### config.mk
export PLATFORM = sky130hd
export DESIGN_NAME = bpsk_burst_ctrl
export DESIGN_NICKNAME = d
export VERILOG_FILES = /design/src/rtl/bpsk_ctrl_pkg.sv /design/src/rtl/bpsk_pn9_gen.sv /design/src/rtl/bpsk_burst_ctrl.sv
export SDC_FILE = /design/constraint.sdc
export NUM_CORES = 1
export LEC_CHECK = 0
export CAP_MARGIN = 20
export CELL_PAD_IN_SITES_DETAIL_PLACEMENT = 1
export CELL_PAD_IN_SITES_GLOBAL_PLACEMENT = 2
export CORE_UTILIZATION = 35
export CTS_BUF_LIST = sky130_fd_sc_hd__clkbuf_16
export DETAILED_ROUTE_END_ITERATION = 10
export MAX_ROUTING_LAYER = met4
export PLACE_DENSITY = 0.83
export SYNTH_ARGS = -nofsm -noshare
export SYNTH_HDL_FRONTEND = slang
export SYNTH_SLANG_ARGS = --single-unit
export TNS_END_PERCENT = 1
### constraint.sdc
create_clock -name clk -period 4.5 [get_ports clk]
set_input_delay 0.45 -clock clk [delete_from_list [all_inputs] [get_ports clk]]
set_output_delay 0.45 -clock clk [all_outputs]
set_load 0.01 [all_outputs]
### src/rtl/bpsk_ctrl_pkg.sv
// Shared types and constants for the BPSK burst sequencer.
package bpsk_ctrl_pkg;

  // Burst phase; while busy it names the phase of the next symbol to be issued.
  typedef enum logic [1:0] {
    IDLE  = 2'd0,
    PRE   = 2'd1,
    PAY   = 2'd2,
    FLUSH = 2'd3
  } state_t;

  // PN9 generator x^9 + x^5 + 1, Fibonacci form shifting toward the MSB.
  localparam logic [8:0]  PN9_SEED   = 9'h1FF;
  localparam int unsigned PN9_TAP_HI = 8;
  localparam int unsigned PN9_TAP_LO = 4;

  // FIR input codes.
  localparam logic [1:0] FIR_POS  = 2'b01;
  localparam logic [1:0] FIR_NEG  = 2'b11;
  localparam logic [1:0] FIR_ZERO = 2'b00;

  // Map a presented symbol onto the FIR input code.
  function automatic logic [1:0] fir_code(input logic zero, input logic pol);
    if (zero) return FIR_ZERO;
    return pol ? FIR_POS : FIR_NEG;
  endfunction

endpackage

### src/rtl/bpsk_pn9_gen.sv
// PN9 payload source: reload to the seed on request, advance one bit per shift.
module bpsk_pn9_gen
  import bpsk_ctrl_pkg::*;
(
  input  logic clk,
  input  logic rst,
  input  logic load,
  input  logic shift,
  output logic bit_out
);

  logic [8:0] lfsr;

  // LFSR register with seed reload taking priority over shifting.
  always_ff @(posedge clk) begin
    if (rst || load) begin
      lfsr <= PN9_SEED;
    end else if (shift) begin
      lfsr <= {lfsr[7:0], lfsr[PN9_TAP_HI] ^ lfsr[PN9_TAP_LO]};
    end
  end

  assign bit_out = lfsr[PN9_TAP_HI];

endmodule

### src/rtl/bpsk_burst_ctrl.sv
// BPSK burst sequencer: preamble, handshaked payload, zero flush, DAC gating.
// Build option BURST_PN9_EN replaces the external payload handshake with an
// internal PN9 source seeded on every accepted start.
module bpsk_burst_ctrl
  import bpsk_ctrl_pkg::*;
#(
  parameter int unsigned SYM_DIV   = 16,
  parameter int unsigned PRE_LEN   = 32,
  parameter int unsigned PAY_LEN   = 256,
  parameter int unsigned FLUSH_LEN = 24,
  parameter int unsigned CNT_W     = 16
) (
  input  logic clk,
  input  logic rst,
  input  logic start,
  input  logic abort,
  input  logic pay_bit,
  input  logic pay_valid,
  output logic pay_ready,
  output logic sym_stb,
  output logic sym_bit,
  output logic sym_zero,
  output logic dac_en,
  output logic busy,
  output logic done,
  output logic underrun
);

  localparam int unsigned DIV_W = $clog2(SYM_DIV);

  state_t             state, state_nxt;
  logic [DIV_W-1:0]   div, div_nxt;
  logic [CNT_W-1:0]   cnt, cnt_nxt;
  logic               stb_nxt, bit_nxt, zero_nxt, dac_nxt, busy_nxt, done_nxt, und_nxt;
  logic               accept, pay_slot;
  logic               src_bit, src_ok;

  // A start is taken only from a quiet IDLE (not aborted, not the done cycle).
  assign accept   = (state == IDLE) && start && !abort && !done;
  // The cycle before a payload strobe is where the payload bit is taken.
  assign pay_slot = (state == PAY) && (div == '0) && !abort;

`ifdef BURST_PN9_EN
  logic pn9_bit;
  logic unused_pay;

  bpsk_pn9_gen u_pn9 (
    .clk     (clk),
    .rst     (rst),
    .load    (accept),
    .shift   (pay_slot),
    .bit_out (pn9_bit)
  );

  assign unused_pay = pay_bit ^ pay_valid;
  assign pay_ready  = 1'b0;
  assign src_ok     = 1'b1;
  assign src_bit    = pn9_bit;
`else
  assign pay_ready  = pay_slot;
  assign src_ok     = pay_valid;
  assign src_bit    = pay_bit;
`endif

  // Next-state and registered-output logic.
  always_comb begin
    state_nxt = state;
    div_nxt   = div;
    cnt_nxt   = cnt;
    stb_nxt   = 1'b0;
    bit_nxt   = sym_bit;
    zero_nxt  = sym_zero;
    dac_nxt   = dac_en;
    busy_nxt  = busy;
    done_nxt  = 1'b0;
    und_nxt   = underrun;

    if ((state != IDLE) && abort) begin
      state_nxt = IDLE;
      div_nxt   = '0;
      cnt_nxt   = '0;
      bit_nxt   = 1'b0;
      zero_nxt  = 1'b0;
      dac_nxt   = 1'b0;
      busy_nxt  = 1'b0;
    end else if (accept) begin
      // First preamble symbol goes out immediately.
      stb_nxt  = 1'b1;
      bit_nxt  = 1'b1;
      zero_nxt = 1'b0;
      dac_nxt  = 1'b1;
      busy_nxt = 1'b1;
      und_nxt  = 1'b0;
      div_nxt  = DIV_W'(1);
      if (PRE_LEN == 1) begin
        state_nxt = PAY;
        cnt_nxt   = '0;
      end else begin
        state_nxt = PRE;
        cnt_nxt   = CNT_W'(1);
      end
    end else if (state != IDLE) begin
      div_nxt = (div == DIV_W'(SYM_DIV - 1)) ? '0 : div + DIV_W'(1);
      if (div == '0) begin
        case (state)
          PRE: begin
            stb_nxt  = 1'b1;
            bit_nxt  = ~cnt[0];
            zero_nxt = 1'b0;
            if (cnt == CNT_W'(PRE_LEN - 1)) begin
              state_nxt = PAY;
              cnt_nxt   = '0;
            end else begin
              cnt_nxt = cnt + CNT_W'(1);
            end
          end
          PAY: begin
            stb_nxt  = 1'b1;
            bit_nxt  = src_ok ? src_bit : 1'b0;
            zero_nxt = 1'b0;
            if (!src_ok) und_nxt = 1'b1;
            if (cnt == CNT_W'(PAY_LEN - 1)) begin
              state_nxt = FLUSH;
              cnt_nxt   = '0;
            end else begin
              cnt_nxt = cnt + CNT_W'(1);
            end
          end
          FLUSH: begin
            // cnt == FLUSH_LEN marks the end of the last flush symbol period.
            if (cnt == CNT_W'(FLUSH_LEN)) begin
              state_nxt = IDLE;
              div_nxt   = '0;
              cnt_nxt   = '0;
              bit_nxt   = 1'b0;
              zero_nxt  = 1'b0;
              dac_nxt   = 1'b0;
              busy_nxt  = 1'b0;
              done_nxt  = 1'b1;
            end else begin
              stb_nxt  = 1'b1;
              bit_nxt  = 1'b0;
              zero_nxt = 1'b1;
              cnt_nxt  = cnt + CNT_W'(1);
            end
          end
          default: state_nxt = IDLE;
        endcase
      end
    end
  end

  // State, counters and output registers.
  always_ff @(posedge clk) begin
    if (rst) begin
      state    <= IDLE;
      div      <= '0;
      cnt      <= '0;
      sym_stb  <= 1'b0;
      sym_bit  <= 1'b0;
      sym_zero <= 1'b0;
      dac_en   <= 1'b0;
      busy     <= 1'b0;
      done     <= 1'b0;
      underrun <= 1'b0;
    end else begin
      state    <= state_nxt;
      div      <= div_nxt;
      cnt      <= cnt_nxt;
      sym_stb  <= stb_nxt;
      sym_bit  <= bit_nxt;
      sym_zero <= zero_nxt;
      dac_en   <= dac_nxt;
      busy     <= busy_nxt;
      done     <= done_nxt;
      underrun <= und_nxt;
    end
  end

endmodule

-- Word-level counts from Yosys, hierarchy flattened
Cells that the tools add are included.
- bits in registers: 28
- input bits: 6
- output and inout bits: 8
- logic and storage cells: 105
- add/subtract/negate cells: 2
- equal/unequal tests: 14
- muxes and demuxes: 42
- bitwise gates (word level): 5
- reductions and logical operators: 30
- operator list (cell ; count):
    $mux 16 ; 3
    $pmux 16 s3 ; 1
    $eq 16x5->1 const B ; 2
    $mux 1 ; 27
    $add 16x1->16 const B ; 1
    $eq 16x8->1 const B ; 1
    $mux 4 ; 4
    $reduce_and 5->1 ; 3
    $reduce_bool 2->1 ; 7
    $reduce_and 3->1 ; 3
    $logic_and 1x1->1 ; 6
    $mux 2 ; 3
    $ne 3x3->1 const B ; 2
    $pmux 2 s3 ; 1
    $reduce_or 6->1 ; 1
    $not 1->1 ; 5
    $add 4x1->4 const B ; 1
    $eq 2x2->1 const B ; 2
    $eq 4x4->1 const B ; 1
    $logic_not 4->1 ; 1
    $ne 2x1->1 const B ; 2
    $ne 2x2->1 const B ; 2
    $pmux 1 s2 ; 2
    $reduce_and 4->1 ; 1
    other kinds (9) ; 11

-- Depth between registers and ports, before layout
- depth in word-level cells: 7
- gate-level depth with buffers: 9
- depth with buffers taken out: 7

-- Least setup slack after synthesis
Ideal clock, no wire load.
- path kind: reg-to-reg
- from: reg state[0]
- to: reg cnt[6]
- setup time: 0.128 ns
- data arrival time: 1.901 ns
- data required time: 4.372 ns
- path slack: 2.472 ns
- stages on the path, launching flop included: 10
- path buffers: 2
- period minus slack after synthesis: 2.028 ns
- cells stage by stage: dfxtp_1 > inv_1 > ha_1 > buf_2 > or4b_1 > buf_4 > nor2_4 > and3_1 > xnor2_1 > nor2_1
- word-level cells in the longest chain between the ends: 5
- elaborated cells on any way between the ends: 13
- classes of those cells: eq/ne: 3; mux: 1; reduce/logical: 9
- RTL lines (item ; RTL line ; RTL):
    start: declaration ; bpsk_burst_ctrl.sv:31 ; state_t state, state_nxt;
    start signal: assignment ; bpsk_burst_ctrl.sv:167 ; state <= state_nxt;
    $logic_not 2->1 ; bpsk_burst_ctrl.sv:39 ; assign accept = (state == IDLE) && start && !abort && !done;
    $logic_and 1x1->1 (3 in series) ; bpsk_burst_ctrl.sv:39 ;
    $reduce_or 3->1 (no source line) ; - ;
    end signal: assignment ; bpsk_burst_ctrl.sv:169 ; cnt <= cnt_nxt;
    end: declaration ; bpsk_burst_ctrl.sv:33 ; logic [CNT_W-1:0] cnt, cnt_nxt;
Parallel ways exist; a longest one is shown, timed or not.
A chain may end at the register's enable or synchronous reset.

-- Worst setup path after layout
- from: reg div[0]
- to: out pay_ready
- word-level cells in the longest chain between the ends: 3
- RTL lines (item ; RTL line ; RTL):
    start: declaration ; bpsk_burst_ctrl.sv:32 ; logic [DIV_W-1:0] div, div_nxt;
    start signal: assignment ; bpsk_burst_ctrl.sv:168 ; div <= div_nxt;
    $logic_not 4->1 ; bpsk_burst_ctrl.sv:41 ; assign pay_slot = (state == PAY) && (div == '0) && !abort;
    $logic_and 1x1->1 (2 in series) ; bpsk_burst_ctrl.sv:41 ;
    end: declaration ; bpsk_burst_ctrl.sv:19 ; output logic pay_ready,
Every way passes these cells.

==> reports/qor.txt <==
Cts bufs inserted: 3
Clk pwr share: 29.7%
Crit start category: flip-flop
Post-route cell area: 1840 um^2
First-pass DRT Iterations: 4
Sequential share of power: 39.8%
Internal Power: 0.000470 W
Via Count: 1,430
Core ar.: 4410 um^2
Net Count, Synth: 206
Setup Buffers After CTS: 0
Hold EP: sym_zero$_SDFFE_PP0P_
Worst-Skew Late Latency: 0.27 ns
TNS Setup: 0 ns
Adder-Cell Fraction of Synth Area: 7.67%
Die Span Y: 70.3 um
FF+latch count, synth: 28
Layout cells sized above 1: 7.61%
Die width: 70.3 um
Largest family of logic cells by synthesized area: simple AND/OR/NAND/NOR gates
CTS root buf: clkbuf_16
Status: finished clean
PD cells: 385 nW/um^2
Final core utilization: 41.7%
Sw Share: 33.7%
DR DRC count: 0
Mean Syn Cell Area: 8.59 um^2
Post-DP HPWL: 3.12 mm
Reg-to-reg critical path endpoint: cnt[11]$_SDFFE_PP0P_
Fin. max-slew vios: 0
Placer Congestion: 0.865
Num Clock Sinks: 28
WHS Path Cells: 2
Post_cts resized: 0
WL final: 4.29 mm
Largest net degree at the start of global routing: 21
Post-synth cell types: 48
Sw Pwr: 0.000239 W
Cells after synthesis: 190
First-pass GRT wire length: 7.31 mm
Critical Path RT: 4.05 ns
Yosys warns: 0
Hold-fix buffers, CTS: 0
Slowest stage delay, CP: 0.53 ns
Clk slew on worst S/H paths: 0.07 ns
FF-to-FF setup slack: 2.13 ns
Critical Path AT: 1.98 ns
Starting Density: 37.0%
Worst Tran Pin Value: 0.604 ns
Die footprint: 4940 um^2
Placement row count: 24
Maxcap violations: 0
Number of global-route vias before repair: 1,473
RR Startpoint: state[0]$_SDFFE_PP0P_
Mean number of vias per cell: 5.74
Register area share after synthesis: 34.4%
Critical Path Slowest Stage Cell: clkdlybuf4s50_1
Clock skew: 0.00937 ns
Final Cycle Share: 54.0%
Hold Fails Final Rpt: 0
Kind of critical path: reg -> out
Post-Synth XOR/XNOR Area: 5.37%
Fin crit period: 2.43 ns
Setup Viol. Count Final: 0
Worst min path class: reg -> reg
WHS: 0.475 ns
Routed Antenna Nets: 0
CP cell instances: inv_1, ha_1, nor3b_1, and3b_1, clkdlybuf4s50_1
Nets: 214
CP Capture Type: primary output
Max Fclk: 411 MHz
CTS tree: built
Worst Min Path Start: sym_zero$_SDFFE_PP0P_
H-tree level count: 1
RSZ-0062 raised after global routing: no
GRT Resource Usage Total: 19.0%
I/O Buffers: 13
Max clock buf depth: 2
Worst rel slew slack: 59.4%
Iter 0 DRT Violations: 61
Max FO, Critical Path: 5
Antenna violations before repair: 0
Post-synthesis simple-gate area fraction: 30.7%
Worst vdd ir: 0.000177 V
Io pins: 14
Area added between synthesis and finish: 12.8%
Cell Area, Placed: 1760 um^2
Antenna cells: 0
Compound-cell area share of the yosys netlist: 15.6%
Leak pwr: 0.624 nW
Post-synthesis mux area share: 0%
Logic pwr share: 30.6%
R2r worst-path depth: 7
Post-synthesis cell area: 1630 um^2
GR Overflow Total: 0
Wire length per cell: 17.2 um
## cells in the mapped netlist (all sizes together)
master | n | area [um^2]
and3b | 1 | 8.76
a41oi | 1 | 8.76
nand2b | 1 | 6.26
nor3b | 1 | 7.51
a22oi | 4 | 30.0
o21ai | 6 | 30.0
ha | 10 | 125
o32ai | 1 | 8.76
a311oi | 2 | 17.5
or2 | 1 | 6.26
or4b | 1 | 10.0
xnor2 | 2 | 17.5
dfxtp | 28 | 561
and2 | 4 | 25.0
and3 | 4 | 25.0
nand3b | 1 | 7.51
inv | 8 | 30.0
o41a | 1 | 11.3
o22ai | 2 | 12.5
a21oi | 13 | 65.1
clkbuf | 5 | 18.8
nor2 | 17 | 78.8
nor4b | 2 | 23.8
nand4 | 6 | 37.5
a31o | 2 | 17.5
or4 | 3 | 22.5
buf | 6 | 53.8
nor3 | 11 | 55.1
a221oi | 1 | 15.0
o21a | 1 | 7.51
nor4 | 2 | 12.5
or3 | 4 | 35.0
nand3 | 8 | 45.0
nor2b | 2 | 12.5
nand2 | 12 | 45.0
and4b | 1 | 10.0
a211oi | 1 | 7.51
a21bo | 1 | 10.0
o31ai | 1 | 7.51
a31oi | 1 | 6.26
xor2 | 8 | 70.1
and4 | 3 | 26.3
## per-stage QoR
| step | setup WS, ns | total power (W) | instances |
|---|---|---|---|
| after detailed placement | 2.14 | 0.000503 | 245 |
| after CTS | 2.06 | 0.000713 | 249 |
| after floorplan | 2.47 | 0.000443 | 190 |
| final | 2.07 | 0.000709 | 249 |
| after global routing | 1.96 | 0.000752 | 249 |
| after global placement | 2.20 | 0.000496 | 245 |
## final cells by class
class	count	area, um^2
clock buffers	3	75.1
clock inverters	1	3.75
fillers	519	2570
inverters	8	30.0
multi-input cells	143	968
flip-flops and latches	28	561
well taps	52	65.1
repair buffers	14	138
## how the worst max path moves through the flow
stage / endpoint / slack [ns] / startpoint
2_1_floorplan: cnt[6]$_SDFFE_PP0P_ / 2.47 / state[0]$_SDFFE_PP0P_
3_3_place_gp: cnt[13]$_SDFFE_PP0P_ / 2.20 / abort
3_5_place_dp: cnt[13]$_SDFFE_PP0P_ / 2.14 / abort
4_1_cts: pay_ready / 2.06 / div[0]$_SDFFE_PP0P_
5_1_grt: cnt[7]$_SDFFE_PP0P_ / 1.96 / state[0]$_SDFFE_PP0P_
6_report: pay_ready / 2.07 / div[0]$_SDFFE_PP0P_
## state kept, by name, summed over array words and instances (netlist names)
signal	flops
state	2
sym_stb	1
busy	1
sym_bit	1
underrun	1
cnt	16
sym_zero	1
done	1
div	4
## routing by layer
layer  share of wire, %  GRT usage [%]  vias to the layer above
li1                   -              -                      699
met1                 50           25.2                      711
met2                 46           29.0                       11
met3                1.9           3.46                        9
met4                2.0           6.22                        0
met5                  0              -                        -
## critical path: cells and delay by family, from the launching register on
family | cells | cell delay [ns]
fa+ha+maj | 1 | 0.19
buf+inv | 2 | 0.62
flops | 1 | 0.35
simple gates | 2 | 0.54
## power by group through the flow
| stage | clock (W) | combinational [W] | sequential [W] |
|---|---|---|---|
| final | 0.000210 | 0.000217 | 0.000282 |
| after global routing | 0.000229 | 0.000238 | 0.000285 |
| after CTS | 0.000215 | 0.000216 | 0.000282 |
| after detailed placement | 0 | 0.000215 | 0.000288 |
| after global placement | 0 | 0.000209 | 0.000287 |
| after floorplan | 0 | 0.000157 | 0.000286 |
## cell families (layout without fill, tap and decap cells)
logic type                 after synthesis  after routing
and+or+nand+nor                         85             85
buffers and inverters                   19             26
xor gates and xnor gates                10             10
adders and majority gates               10             10
AOI/OAI and AO/OA                       38             38
DFF                                     28             28
## cell usage in the layout (no fill, tap or decap), types with 3 or more instances in the layout
cell and count:
a22oi_1 4, and2_1 4, ha_1 10, clkbuf_16 3, nand3_1 7, nand2_1 12, dfxtp_1 28, and4_1 3
or4_1 3, a21oi_1 13, and3_1 4, nand4_1 6, clkdlybuf4s50_1 13, nor2_1 15, inv_1 8, nor3_1 11
o21ai_0 6, xor2_1 8
Note: power is estimated with default switching activity, not from simulation.
